--- src/rtl/fifo_drain.sv ---
`timescale 1ns/1ps
// -----------------------------------------------------------------------------
// fifo_drain
//
// Purpose
//   Drains one frame from an external FIFO whose read side is clocked by a
//   strobe that this block generates (rd_clk). The strobe is derived from the
//   single system clock clk_100M. Every word read is presented on a
//   valid/ready stream. The final word of a frame carries m_last.
//
//   A frame is started by start while the FIFO reports full. The frame ends
//   after DEPTH words, or earlier if the FIFO reports empty when a word is
//   sampled.
//
//   The stream has back-pressure. While a word waits for m_ready, no new
//   strobe edge is generated, so no FIFO word can be lost.
//
// Optional feature
//   FIFO_DRAIN_CHECKSUM_EN : when defined, one extra stream word follows the
//   last data word. It holds the modulo-2^DATA_WIDTH sum of the frame's data
//   words and takes over m_last. No strobe edge is generated for it. When the
//   macro is undefined, no checksum registers exist.
//
// Parameters
//   DATA_WIDTH : FIFO / stream word width
//   DEPTH      : words per frame (FIFO depth), >= 2
//   CLK_DIV    : clk_100M cycles per rd_clk half period, >= 2
//
// Ports
//   clk_100M   in   system clock, rising edge
//   rst        in   asynchronous active-high reset
//   start      in   drain request (honoured in IDLE only, and only with fifo_full)
//   fifo_full  in   FIFO write-side full flag
//   fifo_empty in   FIFO read-side empty flag
//   fifo_data  in   FIFO read data
//   rd_en      out  FIFO read enable, high for the whole read phase of a frame
//   rd_clk     out  generated FIFO read strobe, one word per rising edge
//   m_data     out  stream data
//   m_valid    out  stream valid
//   m_ready    in   stream ready
//   m_last     out  last word of the frame
//   busy       out  high whenever the FSM is not IDLE
//   done       out  one-cycle pulse at frame completion
// -----------------------------------------------------------------------------
module fifo_drain #(
  parameter int DATA_WIDTH = 12,
  parameter int DEPTH      = 1000,
  parameter int CLK_DIV    = 4
) (
  input  logic                  clk_100M,
  input  logic                  rst,
  input  logic                  start,
  input  logic                  fifo_full,
  input  logic                  fifo_empty,
  input  logic [DATA_WIDTH-1:0] fifo_data,
  output logic                  rd_en,
  output logic                  rd_clk,
  output logic [DATA_WIDTH-1:0] m_data,
  output logic                  m_valid,
  input  logic                  m_ready,
  output logic                  m_last,
  output logic                  busy,
  output logic                  done
);

  // Both counters need at least one bit, even for the smallest legal values.
  localparam int DIV_W = (CLK_DIV > 2) ? $clog2(CLK_DIV) : 1;
  localparam int CNT_W = (DEPTH > 2) ? $clog2(DEPTH) : 1;

  localparam logic [DIV_W-1:0] DIV_LAST = DIV_W'(CLK_DIV - 1);
  localparam logic [DIV_W-1:0] ARM_LAST = DIV_W'(1);
  localparam logic [CNT_W-1:0] CNT_LAST = CNT_W'(DEPTH - 1);

  typedef enum logic [2:0] {
    IDLE,
    ARM,
    STROBE_HI,
    STROBE_LO,
    OUT,
    FIN
  } state_t;

  state_t                  state_q, state_d;
  logic [DIV_W-1:0]        div_q, div_d;            // cycle count within ARM / strobe half periods
  logic [CNT_W-1:0]        word_cnt_q, word_cnt_d;  // accepted data words in this frame
  logic                    rd_en_q, rd_en_d;
  logic                    rd_clk_q, rd_clk_d;
  logic [DATA_WIDTH-1:0]   m_data_q, m_data_d;
  logic                    m_valid_q, m_valid_d;
  logic                    m_last_q, m_last_d;
  logic                    busy_q, busy_d;
  logic                    done_q, done_d;
  logic                    final_q, final_d;        // word held in OUT is the last data word
`ifdef FIFO_DRAIN_CHECKSUM_EN
  logic [DATA_WIDTH-1:0]   csum_q, csum_d;          // running sum of sampled data words
  logic                    csum_phase_q, csum_phase_d;
`else
  // Without the checksum feature, the frame ends directly on the last data word.
`endif

  // ---------------------------------------------------------------------------
  // Next-state and output logic
  // ---------------------------------------------------------------------------
  always_comb begin
    state_d    = state_q;
    div_d      = div_q;
    word_cnt_d = word_cnt_q;
    rd_en_d    = rd_en_q;
    rd_clk_d   = rd_clk_q;
    m_data_d   = m_data_q;
    m_valid_d  = m_valid_q;
    m_last_d   = m_last_q;
    done_d     = 1'b0;
    final_d    = final_q;
`ifdef FIFO_DRAIN_CHECKSUM_EN
    csum_d       = csum_q;
    csum_phase_d = csum_phase_q;
`endif

    case (state_q)
      IDLE: begin
        if (start && fifo_full) begin
          state_d = ARM;
          div_d   = '0;
        end
      end

      // rd_en stays low for two cycles. This gives the FIFO a clean rising
      // edge on rd_en.
      ARM: begin
        if (div_q == ARM_LAST) begin
          div_d    = '0;
          rd_en_d  = 1'b1;
          rd_clk_d = 1'b1;
          state_d  = STROBE_HI;
        end else begin
          div_d = div_q + DIV_W'(1);
        end
      end

      STROBE_HI: begin
        if (div_q == DIV_LAST) begin
          div_d    = '0;
          rd_clk_d = 1'b0;
          state_d  = STROBE_LO;
        end else begin
          div_d = div_q + DIV_W'(1);
        end
      end

      // The FIFO output has settled for a whole half period. Its data and its
      // empty flag are sampled together on the last low cycle.
      STROBE_LO: begin
        if (div_q == DIV_LAST) begin
          div_d     = '0;
          m_data_d  = fifo_data;
          m_valid_d = 1'b1;
          final_d   = (word_cnt_q == CNT_LAST) || fifo_empty;
`ifdef FIFO_DRAIN_CHECKSUM_EN
          csum_d    = csum_q + fifo_data;
          m_last_d  = 1'b0;
`else
          m_last_d  = (word_cnt_q == CNT_LAST) || fifo_empty;
`endif
          state_d   = OUT;
        end else begin
          div_d = div_q + DIV_W'(1);
        end
      end

      // Hold the word until the handshake completes. No strobe edge is
      // generated here, so a stalled sink simply pauses the FIFO.
      OUT: begin
        if (m_valid_q && m_ready) begin
          m_valid_d = 1'b0;
          m_last_d  = 1'b0;
          if (final_q) begin
`ifdef FIFO_DRAIN_CHECKSUM_EN
            if (csum_phase_q) begin
              state_d = FIN;
              rd_en_d = 1'b0;
              done_d  = 1'b1;
            end else begin
              // The checksum word is loaded on the next cycle. m_valid
              // therefore drops for one cycle between the two words.
              csum_phase_d = 1'b1;
            end
`else
            state_d = FIN;
            rd_en_d = 1'b0;
            done_d  = 1'b1;
`endif
          end else begin
            word_cnt_d = word_cnt_q + CNT_W'(1);
            div_d      = '0;
            rd_clk_d   = 1'b1;
            state_d    = STROBE_HI;
          end
        end
`ifdef FIFO_DRAIN_CHECKSUM_EN
        else if (!m_valid_q && csum_phase_q) begin
          m_data_d  = csum_q;
          m_valid_d = 1'b1;
          m_last_d  = 1'b1;
        end
`endif
      end

      // done was raised on entry to FIN. It is high during this one cycle.
      FIN: begin
        state_d    = IDLE;
        word_cnt_d = '0;
        final_d    = 1'b0;
        rd_en_d    = 1'b0;
`ifdef FIFO_DRAIN_CHECKSUM_EN
        csum_d       = '0;
        csum_phase_d = 1'b0;
`endif
      end

      default: begin
        state_d = IDLE;
      end
    endcase

    busy_d = (state_d != IDLE);
  end

  // ---------------------------------------------------------------------------
  // State and output registers
  // ---------------------------------------------------------------------------
  always_ff @(posedge clk_100M or posedge rst) begin
    if (rst) begin
      state_q    <= IDLE;
      div_q      <= '0;
      word_cnt_q <= '0;
      rd_en_q    <= 1'b0;
      rd_clk_q   <= 1'b0;
      m_data_q   <= '0;
      m_valid_q  <= 1'b0;
      m_last_q   <= 1'b0;
      busy_q     <= 1'b0;
      done_q     <= 1'b0;
      final_q    <= 1'b0;
`ifdef FIFO_DRAIN_CHECKSUM_EN
      csum_q       <= '0;
      csum_phase_q <= 1'b0;
`endif
    end else begin
      state_q    <= state_d;
      div_q      <= div_d;
      word_cnt_q <= word_cnt_d;
      rd_en_q    <= rd_en_d;
      rd_clk_q   <= rd_clk_d;
      m_data_q   <= m_data_d;
      m_valid_q  <= m_valid_d;
      m_last_q   <= m_last_d;
      busy_q     <= busy_d;
      done_q     <= done_d;
      final_q    <= final_d;
`ifdef FIFO_DRAIN_CHECKSUM_EN
      csum_q       <= csum_d;
      csum_phase_q <= csum_phase_d;
`endif
    end
  end

  assign rd_en   = rd_en_q;
  assign rd_clk  = rd_clk_q;
  assign m_data  = m_data_q;
  assign m_valid = m_valid_q;
  assign m_last  = m_last_q;
  assign busy    = busy_q;
  assign done    = done_q;

endmodule

--- config.mk ---
export PLATFORM = sky130hd
export DESIGN_NAME = fifo_drain
export DESIGN_NICKNAME = d
export VERILOG_FILES = /design/src/rtl/fifo_drain.sv
export SDC_FILE = /design/constraint.sdc
export NUM_CORES = 1
export LEC_CHECK = 0
export BUFFER_PORTS_ARGS = -buffer_cell sky130_fd_sc_hd__buf_2
export CAP_MARGIN = 40
export CORE_ASPECT_RATIO = 0.6
export CORE_MARGIN = 2
export CORE_UTILIZATION = 48
export DETAILED_ROUTE_END_ITERATION = 8
export PLACE_DENSITY = 0.84
export SYNTH_ARGS = -nofsm -noshare
export SYNTH_HDL_FRONTEND = slang
export SYNTH_SLANG_ARGS = --single-unit
--- constraint.sdc ---
create_clock -name clk_100M -period 1.45 [get_ports clk_100M]
set_input_delay 0.145 -clock clk_100M [delete_from_list [all_inputs] [get_ports clk_100M]]
set_output_delay 0.145 -clock clk_100M [all_outputs]
set_load 0.02 [all_outputs]
==> results of run 1 <==
==> Yosys cell counts, drive strengths merged, types with 3 or more instances <==
cell    number  area, um^2
a21oi        7        35.0
o211ai       4        35.0
ha           4        50.1
mux2         9         101
buf          7        43.8
xor2         3        26.3
and2         5        31.3
nand3        6        30.0
nor2        10        37.5
mux2i        3        30.0
dfrtp       34         851
o21ai        9        48.8
inv          3        11.3
nand2b       5        31.3
nand2       26        97.6
==> routing by layer <==
layer  vias to the layer above  GRT usage (%)
met1                       690           28.8
met4                         0           7.34
li1                        710              -
met3                         4           5.76
met2                        47           30.4
met5                         -              0
==> layout by cell type, fill, tap and decap left out, types with 5 or more instances in the layout <==
master    netlist  final
a21oi_1         7      7
and2_1          5      5
buf_2           5     36
buf_4           1     24
clkbuf_8        0      6
dfrtp_1        34     31
mux2_2          9      9
nand2_1        26     26
nand2b_1        5      5
nand3_1         6      6
nor2_1         10     10
o21ai_0         6      6
==> area by class of cell <==
cell class	count	area, um^2
fill	265	1080
timing repair buffer	63	402
sequential	34	855
multi-input combinational	120	851
inverter	3	11.3
tap	45	56.3
clock buffer	7	86.3
clock inverter	1	5.00
==> final timing paths <==
kind / cells after the start / slack, ns / endpoint
max in group asynchronous: 4 / 0.62 / state_q[1]
hold / removal: 3 / 0.06 / m_data[4]
setup / recovery: 4 / -0.009 / word_cnt_q[3]
hold reg to reg: 2 / 0.49 / m_data[3]
setup reg to reg: 4 / -0.009 / word_cnt_q[3]
min in group asynchronous: 4 / 0.49 / word_cnt_q[9]
==> registers in the layout (all words and copies together) (netlist names), 2 cells and up <==
signal      cells
div_q           2
word_cnt_q     10
m_data         12
state_q         3
==> power by group through the flow <==
stage               logic [mW]  registers, mW  clock network, mW
floorplan                0.868           1.72                  0
global placement          1.62           1.50                  0
detailed placement        1.68           1.52                  0
CTS                       1.68           1.51              0.719
global route              2.08           1.53              0.764
finish                    1.90           1.48              0.703
==> cells by family (layout without fill, tap and decap cells) <==
| kind of cell | after synthesis | in the layout |
|---|---|---|
| and+or+nand+nor | 67 | 67 |
| DFF | 34 | 34 |
| AOI/OAI and AO/OA | 32 | 32 |
| muxes | 12 | 12 |
| xor gates and xnor gates | 5 | 5 |
| adders and majority gates | 4 | 4 |
| buffers and inverters | 11 | 74 |
==> stage by stage <==
stage	cells	setup TNS [ns]	hold WS [ns]	instance area [um^2]
after global routing	273	-0.170	0.0561	2270
after floorplan	165	-0.0140	0.250	1720
after CTS	267	-0.00263	0.0580	2160
final	273	-0.00853	0.0640	2270
after detailed placement	258	-0.489	0.265	2060
after global placement	258	0	0.254	2060
==> what timing repair did <==
action | 4_1_cts | 5_1_grt
pin swaps | 0 | 4
hold buffers | 1 | 0
setup buffers | 0 | 6
gates resized for setup | 2 | 10
hold endpoints to repair | 34 | 0
endpoints found under the setup margin | 19 | 20
==> worst min-delay path, cell delays in order <==
cell     delay, ns
buf_2         0.07
nand2_1       0.04
nand2_1       0.05
==> impl_results.md, run 1 <==
* Placer's final routability congestion estimate at between 0.7 and 0.8
* IO Port Bufs at 35
* Vias/cell at roughly 5.3
* Mapped Area at roughly 0.0017 mm^2
* Detailed Route WL at 4.09 mm
* TritonRoute pass-1 iters at 4
* Worst clock skew at between 0.003 and 0.004 ns
* Die Width at ~81 um
* Io pins at 36
* Worst Slack Setup Final at -0.00853 ns
* Worst path bufs/invs at 0
* Sequential share of power at 36.3%
* Number of diodes at 0
* Min-delay src: fifo_data[4]
* Logic pwr share at between 40% and 50%
* CP endpoint kind: flip-flop
* Met1 WL at 1.94 mm
* Layout area overhead at 31.9%
* Family with the most delay on the worst path: simple AND/OR/NAND/NOR gates
* Leakage Power at roughly 1.1 nW
* Post-synthesis register bit count at 34
* Slowest stage delay, CP at about 0.50 ns
* Metal3 WL at ~220 um
* Worst Hold Class: input pin to flip-flop
* Ys flop type: dfrtp_1
* Post-Synth XOR/XNOR Area at 2.55%
* Startpoint Class: flip-flop
* Die area at between 0.004 and 0.005 mm^2
* Synth Area in Simple Gates at 21.2%
* Vias in the first global route at 1409
* Post-synthesis mux area share at ~7.6%
* Initial Util at between 50% and 60%
* Max-cap violations at 0
* Worst Path Arrival at roughly 1.7 ns
* Least-Margin Pin Slew at between 0.4 and 0.5 ns
* Synth async-reset ratio at 100%
* Global Route Usage Sum at ~21%
* Min cycle time layout at between 1 and 1.5 ns
* Share of cells above drive strength 1 at 41.7%
* Period utilisation layout at 101%
* DRT iter0 DRCs at about 70
* Worst-Skew Late Latency at 0.28 ns
* CTS tree: yes
* Hpwl dp at around 2.9 mm
* Post-layout nets at ~250
* Die H at 50.3 um
* Clock sink count at 34
* Count of different cell masters after synthesis at 46
* Status: finished, violations left
* Largest net degree at the start of global routing at 35
* Unrepaired setup endpoints after global routing: yes
* Clk pin slew, worst setup/hold paths at 0.07 ns
* Worst r2r src: final_q
* Adder-cell share of the synthesized area at 2.91%
* Number of synthesized flops with an enable pin at 0
* DR vias at 1451
* Routed len/inst at between 10 and 15 um
* DRC Markers at 0
* Sw Ratio at about two fifths
* Clock Path Buffers at 2
* H-tree depth at 2
* Finished Core Util at around two thirds
* Worst VDD drop at roughly 0.0011 V
* Sw power at about 1.6 mW
* Syn Area/Cell at 10.4 um^2
* Total of warnings raised by yosys at 0
* Critical path type: flip-flop to flip-flop
* Final setup fails at 1
* Main combinational cell family by area after synthesis: simple AND/OR/NAND/NOR gates
* Cell Pwr Density at ~1800 mW/mm^2
* Seq/Total Area, Yosys at approximately half
* Worst Setup SP: final_q
* Peak Freq at between 600 and 700 MHz
* Top Metal Used: met4
* Critical path fanouts, max at 6
* Syn_nets at 187
* First-pass GRT wire length at 6.28 mm
* CP cell instances: and3b_2, o21ai_2, or4_1, nand2_1
* Critical Path Slowest Stage Cell: or4_1
* Synthesized instance count at roughly 170
* Post-route ant nets at 0
* Initial antenna violation count at 0
* Row count at 16
* Max Transition Viols Final at 0
* Dpl ws at -0.0666 ns
* Critical Path RT at 1.67 ns
* Total power at between 4 and 5 mW
* Int Pwr at between 2 and 3 mW
* Share of total power in the clock network at roughly 17%
* Placeable Area at ~0.0033 mm^2
* WL met2 at around 1.9 mm
* Violated checks: setup timing
* Root buf cell: clkbuf_8
* Final Hold Vio Count at 0
* CTS buffer count at 5
* Slew margin rel. at 71.6%
* Synth Area in Compound Gates at between 10% and 20%
* Total gr overflow at 0
(Power assumes the default switching activity.)
==> inputs of run 2 (changes only) <==
CELL_PAD_IN_SITES_DETAIL_PLACEMENT = 1   (was default)
CELL_PAD_IN_SITES_GLOBAL_PLACEMENT = 2   (was default)
CORE_UTILIZATION = 30   (was 48)
==> run 2 against run 1 <==
Net effect: sequential power is essentially flat; register-to-register slack about the same; setup slack worse by 0.0044 ns; combinational power increased by 4%; routed wire length is 15% higher; worst hold slack got worse by 0.027 ns; cell count grew 14%; total power rose by 7.0%; non-clock buffer count rose by 2; clock skew rose by 0.0032 ns; count of clock-buffer cells in the layout unchanged; the run still ends with setup timing left; core utilization decreased by 25 points.
==> impl_results.md, run 2 (synthesized netlist as in run 1, its figures left out) <==
* Status: finished, violations left (unchanged)
* Violated checks: setup timing (unchanged)
* Cell Pwr Density at 1850 mW/mm^2 (was 1800 mW/mm^2)
* Period utilisation layout at 101% (about the same)
* DRC Markers at 0 (unchanged)
* Post-layout nets at 251 (was 249)
* IO Port Bufs at 35 (unchanged)
* Total gr overflow at 0 (unchanged)
* Vias in the first global route at 1450 (was 1409)
* Initial Util at 31.0% (was 51.4%)
* Die H at 62.6 um (was 50.3 um)
* Row count at 21 (was 16)
* Io pins at 36 (unchanged)
* Number of diodes at 0 (unchanged)
* Leakage Power at 1.11 nW (was 1.09 nW)
* Placer's final routability congestion estimate at 0.770 (was 0.798)
* Worst VDD drop at 0.000717 V (was 0.00109 V)
* Max Transition Viols Final at 0 (unchanged)
* H-tree depth at 2 (unchanged)
* Vias/cell at 4.78 (was 5.32)
* Routed len/inst at 15.2 um (was 15.0 um)
* Slew margin rel. at 69.4% (was 71.6%)
* DRT iter0 DRCs at 32 (was 68)
* Most common cell after layout, fill and taps aside: buf_2 (unchanged)
* CTS buffer count at 5 (unchanged)
* Setup_tns at -0.0130 ns (was -0.00853 ns)
* Non-Filler Instances at 310 (was 273)
* Largest net degree at the start of global routing at 35 (unchanged)
* Detailed Route WL at 4.73 mm (was 4.09 mm)
* Post-route ant nets at 0 (unchanged)
* Critical path fanouts, max at 8 (was 6)
* # placed instances at 297 (was 258)
* TritonRoute pass-1 iters at 4 (unchanged)
* Slowest stage delay, CP at 0.48 ns (was 0.50 ns)
* Worst Slack Setup Final at -0.0129 ns (was -0.00853 ns)
* CP endpoint kind: flip-flop (unchanged)
* Clock Path Buffers at 2 (unchanged)
* Family with the most delay on the worst path: simple AND/OR/NAND/NOR gates (unchanged)
* Layout area overhead at 38.0% (was 31.9%)
* Die Width at 102 um (was 81.2 um)
* Largest register FFs at 12 (unchanged)
* Worst-Skew Late Latency at 0.30 ns (was 0.28 ns)
* Placeable Area at 0.00554 mm^2 (was 0.00334 mm^2)
* Worst clock skew at 0.00677 ns (was 0.00357 ns)
* Share of cells above drive strength 1 at 43.0% (was 41.7%)
* Initial antenna violation count at 0 (unchanged)
* Most frequent cells in the layout: buf_2 (35), dfrtp_1 (32), nand2_1 (26), buf_4 (26), nor2_1 (10) (was buf_2 (36), dfrtp_1 (31), nand2_1 (26), buf_4 (24), nor2_1 (10))
* Critical Path RT at 1.68 ns (was 1.67 ns)
* Dpl ws at -0.0576 ns (was -0.0666 ns)
* First-pass GRT wire length at 7.40 mm (was 6.28 mm)
* Worst path bufs/invs at 0 (unchanged)
* DR vias at 1481 (was 1451)
* Startpoint Class: flip-flop (unchanged)
* Clk pin slew, worst setup/hold paths at 0.07 ns (about the same)
* Worst Path Arrival at 1.70 ns (was 1.67 ns)
* Max-cap violations at 0 (unchanged)
* Final Hold Vio Count at 0 (unchanged)
* Global Route Usage Sum at 15.3% (was 20.5%)
* Clock sink count at 34 (unchanged)
* CTS tree: yes (unchanged)
* # fillers at 638 (was 265)
* Critical Path Slowest Stage Cell: or4_1 (unchanged)
* CP cell instances: and3b_2, o21ai_2, or4_1, nand2_1 (unchanged)
* Final setup fails at 2 (was 1)
* Least-Margin Pin Slew at 0.459 ns (was 0.425 ns)
* Worst Hold Class: input pin to flip-flop (unchanged)
* Die area at 0.00637 mm^2 (was 0.00409 mm^2)
* Critical path type: flip-flop to flip-flop (unchanged)
* Unrepaired setup endpoints after global routing: yes (unchanged)
* Hpwl dp at 3.38 mm (was 2.94 mm)
* Min cycle time layout at 1.46 ns (about the same)
* Peak Freq at 684 MHz (was 686 MHz)
* Root buf cell: clkbuf_8 (unchanged)
==> run 2: per-layer routing <==
layer  wire (um)  up-vias  global-route usage, %
li1            -      712                      -
met1        2390      735                   22.9
met2        2090       26                   21.0
met3         174        8                   3.91
met4          68        0                   5.57
met5           0        -                      0
==> run 2: through the flow <==
step	power, mW	utilization, %	instance area, um^2	hold WS, ns
final	4.37	42.8	2370	0.0368
after global routing	4.66	42.8	2370	0.0467
after CTS	4.28	41.2	2290	0.0327
after detailed placement	3.29	38.7	2150	0.280
after global placement	3.21	38.7	2150	0.270
after floorplan	2.59	-	1720	0.250
==> run 2: cell type report <==
type / instances / area [um^2] / area share, %
clock buffers: 7 / 86.3 / 3.64
clock inverters: 1 / 30.0 / 1.27
inverters: 3 / 11.3 / 0.475
multi-input cells: 120 / 867 / 36.6
flip-flops and latches: 34 / 853 / 36.0
well taps: 80 / 100 / 4.22
repair buffers: 65 / 423 / 17.8
==> run 2: worst paths after layout <==
path / from / endpoint / slack [ns] / depth (start not counted)
worst max-delay path: final_q / word_cnt_q[3] / -0.01 / 4
worst min-delay path: fifo_data[0] / m_data[0] / 0.04 / 3
worst max register to register: final_q / word_cnt_q[3] / -0.01 / 4
worst min register to register: m_data[0] / m_data[0] / 0.47 / 2
max in group asynchronous: rst / state_q[1] / 0.61 / 4
min in group asynchronous: rst / m_data[5] / 0.49 / 4
==> run 2: power by group <==
part	leakage, nW	switching, mW	internal (mW)
clock network	0.0585	0.372	0.561
registers	0.404	0.208	1.27
logic	0.647	1.09	0.880
total	1.11	1.67	2.71
==> run 2: worst min-delay path, delay by kind of cell <==
kind / cells / cell delay [ns]
buffers and inverters: 1 / 0.07
AND/OR/NAND/NOR: 2 / 0.09
==> run 2: repair_timing <==
item / in CTS / in global routing
hold buffers: 1 / 0
endpoints found under the setup margin: 5 / 20
pin swaps: 2 / 8
gates resized for setup: 4 / 12
buffers inserted: 0 / 4
endpoints found under the hold margin: 34 / 0
==> inputs of run 3 (changes only) <==
BUFFER_PORTS_ARGS = default   (was -buffer_cell sky130_fd_sc_hd__buf_2)
CORE_UTILIZATION = 35   (was 30)
DONT_BUFFER_PORTS = 1   (was default)
GPL_TIMING_DRIVEN = 0   (was default)
==> run 3 against run 2 <==
Net effect: the run still ends with setup timing left; flip-flop and latch count unchanged; setup slack worse by 0.051 ns; routed wire length up 4.8%; via count down 7.0%; count of clock-buffer cells in the layout down 2; sequential share of layout area up 1.5 points; total power down 1.8%.
==> impl_results.md, run 3 (synthesized netlist as in run 1, its figures left out) <==
* Leakage Power at 0.984 nW (was 1.11 nW)
* Finished Core Util at 49.2% (was 42.8%)
* H-tree depth at 2 (unchanged)
* Min cycle time layout at 1.51 ns (was 1.46 ns)
* Die Width at 94.4 um (was 102 um)
* Peak Freq at 661 MHz (was 684 MHz)
* Sw Ratio at 40.0% (was 38.1%)
* Unrepaired setup endpoints after global routing: yes (unchanged)
* Worst-Skew Late Latency at 0.29 ns (was 0.30 ns)
* Worst hold margin at 0.00906 ns (was 0.0368 ns)
* Top Metal Used: met4 (unchanged)
* Root buf cell: clkbuf_8 (unchanged)
* Total gr overflow at 0 (unchanged)
* First-pass GRT wire length at 7.67 mm (was 7.40 mm)
* Worst path bufs/invs at 0 (unchanged)
* Number of diodes at 0 (unchanged)
* Family with the most delay on the worst path: simple AND/OR/NAND/NOR gates (unchanged)
* Most frequent cells in the layout: dfrtp_1 (30), nand2_1 (23), buf_4 (12), nor2_1 (10), mux2_2 (9) (was buf_2 (35), dfrtp_1 (32), nand2_1 (26), buf_4 (26), nor2_1 (10))
* Placer's final routability congestion estimate at 0.810 (was 0.770)
* CTS tree: yes (unchanged)
* Routed len/inst at 19.3 um (was 15.2 um)
* Hpwl dp at 3.38 mm (about the same)
* Int Pwr at 2.58 mW (was 2.71 mW)
* Metal3 WL at 273 um (was 174 um)
* Most common cell after layout, fill and taps aside: dfrtp_1 (was buf_2)
* Vias in the first global route at 1546 (was 1450)
* DRC Markers at 0 (unchanged)
* Worst Slack Setup Final at -0.0640 ns (was -0.0129 ns)
* Worst VDD drop at 0.000895 V (was 0.000717 V)
* Largest register FFs at 12 (unchanged)
* CP endpoint kind: flip-flop (unchanged)
* Worst Path Arrival at 1.74 ns (was 1.70 ns)
* Critical path fanouts, max at 6 (was 8)
* Slew margin rel. at 60.0% (was 69.4%)
* Violated checks: setup timing (unchanged)
* CP cell instances: and3b_2, o21ai_2, or4_1, nand2_1 (unchanged)
* Sequential share of power at 42.4% (was 33.7%)
* Initial antenna violation count at 0 (unchanged)
* Final setup fails at 7 (was 2)
* Share of total power in the clock network at 19.9% (was 21.3%)
* Global Route Usage Sum at 19.1% (was 15.3%)
* DR vias at 1377 (was 1481)
* Initial Util at 37.1% (was 31.0%)
* Sw power at 1.72 mW (was 1.67 mW)
* Largest net degree at the start of global routing at 22 (was 35)
* IO Port Bufs at 0 (was 35)
* WL met2 at 2.41 mm (was 2.09 mm)
* Dpl ws at -0.276 ns (was -0.0576 ns)
* Critical Path RT at 1.68 ns (about the same)
* Period utilisation layout at 104% (was 101%)
* Max-cap violations at 0 (unchanged)
* Slowest stage delay, CP at 0.52 ns (was 0.48 ns)
* Max Transition Viols Final at 0 (unchanged)
* TritonRoute pass-1 iters at 4 (unchanged)
* Layout area overhead at 32.8% (was 38.0%)
* Die H at 58.3 um (was 62.6 um)
* Clock Path Buffers at 2 (unchanged)
* Cell Pwr Density at 1880 mW/mm^2 (was 1850 mW/mm^2)
* Die area at 0.00550 mm^2 (was 0.00637 mm^2)
* Post-route ant nets at 0 (unchanged)
* Row count at 19 (was 21)
* Startpoint Class: flip-flop (unchanged)
* Clock sink count at 34 (unchanged)
* Critical Path Slowest Stage Cell: or4_1 (unchanged)
* Worst clock skew at 0.00321 ns (was 0.00677 ns)
* Share of cells above drive strength 1 at 33.5% (was 43.0%)
* Placeable Area at 0.00464 mm^2 (was 0.00554 mm^2)
* Status: finished, violations left (unchanged)
* Vias/cell at 5.36 (was 4.78)
* Least-Margin Pin Slew at 0.600 ns (was 0.459 ns)
* Detailed Route WL at 4.95 mm (was 4.73 mm)
* Logic pwr share at 37.7% (was 45.0%)
* # fillers at 521 (was 638)
* DRT iter0 DRCs at 39 (was 32)
* Worst Hold Class: input pin to flip-flop (unchanged)
* Critical path type: flip-flop to flip-flop (unchanged)
* Met1 WL at 2.22 mm (was 2.39 mm)
* Clk pin slew, worst setup/hold paths at 0.07 ns (about the same)
* CTS buffer count at 5 (unchanged)
* Final Hold Vio Count at 0 (unchanged)
* Post-layout nets at 215 (was 251)
* Io pins at 36 (unchanged)
run 3: path summary, 6_finish.rpt:
| path | slack [ns] | cells after the start | startpoint | to |
|---|---|---|---|---|
| max reg2reg | -0.06 | 4 | m_valid | word_cnt_q[3] |
| max | -0.06 | 4 | m_valid | word_cnt_q[3] |
| max in group asynchronous | 0.56 | 3 | rst | div_q[1] |
| min in group asynchronous | 0.36 | 2 | rst | m_data[10] |
| min | 0.009 | 1 | fifo_data[10] | m_data[10] |
| min reg2reg | 0.59 | 2 | word_cnt_q[8] | word_cnt_q[8] |
run 3: layout make-up:
class	instances	area (um^2)	share of cell area, %
Inverter	3	11.3	0.494
Timing Repair Buffer	21	208	9.11
Clock inverter	3	40.0	1.76
Multi-Input combinational cell	120	921	40.4
Sequential cell	34	856	37.5
Buffer	8	97.6	4.28
Clock buffer	5	68.8	3.02
Tap cell	63	78.8	3.46
run 3: metal layers:
| metal | GRT usage (%) | vias to the layer above |
|---|---|---|
| met4 | 7.66 | 0 |
| li1 | - | 638 |
| met2 | 31.1 | 34 |
| met1 | 23.9 | 701 |
| met5 | 0 | - |
| met3 | 6.24 | 4 |
run 3: power groups by stage:
stage          registers (mW)  logic [mW]  clock network [mW]
6_report                 1.82        1.62               0.856
5_1_grt                  1.86        1.77               0.912
4_1_cts                  1.81        1.33               0.875
3_5_place_dp             1.81        1.13                   0
3_3_place_gp             1.78        1.03                   0
2_1_floorplan            1.72       0.868                   0
run 3: per-stage QoR:
step | std cells | setup TNS (ns) | instance area [um^2] | total power [mW]
after detailed placement | 229 | -3.20 | 1830 | 2.94
final | 257 | -0.156 | 2280 | 4.30
after CTS | 250 | -0.200 | 2130 | 4.02
after global routing | 257 | -1.03 | 2280 | 4.55
after global placement | 228 | -1.17 | 1800 | 2.82
after floorplan | 165 | -0.0140 | 1720 | 2.59
run 3: timing repair:
action / in CTS / in global routing
pin swaps: 8 / 9
hold buffers: 6 / 1
gates resized for setup: 20 / 20
hold endpoints to repair: 18 / 1
endpoints found under the setup margin: 30 / 22
buffers inserted: 7 / 6
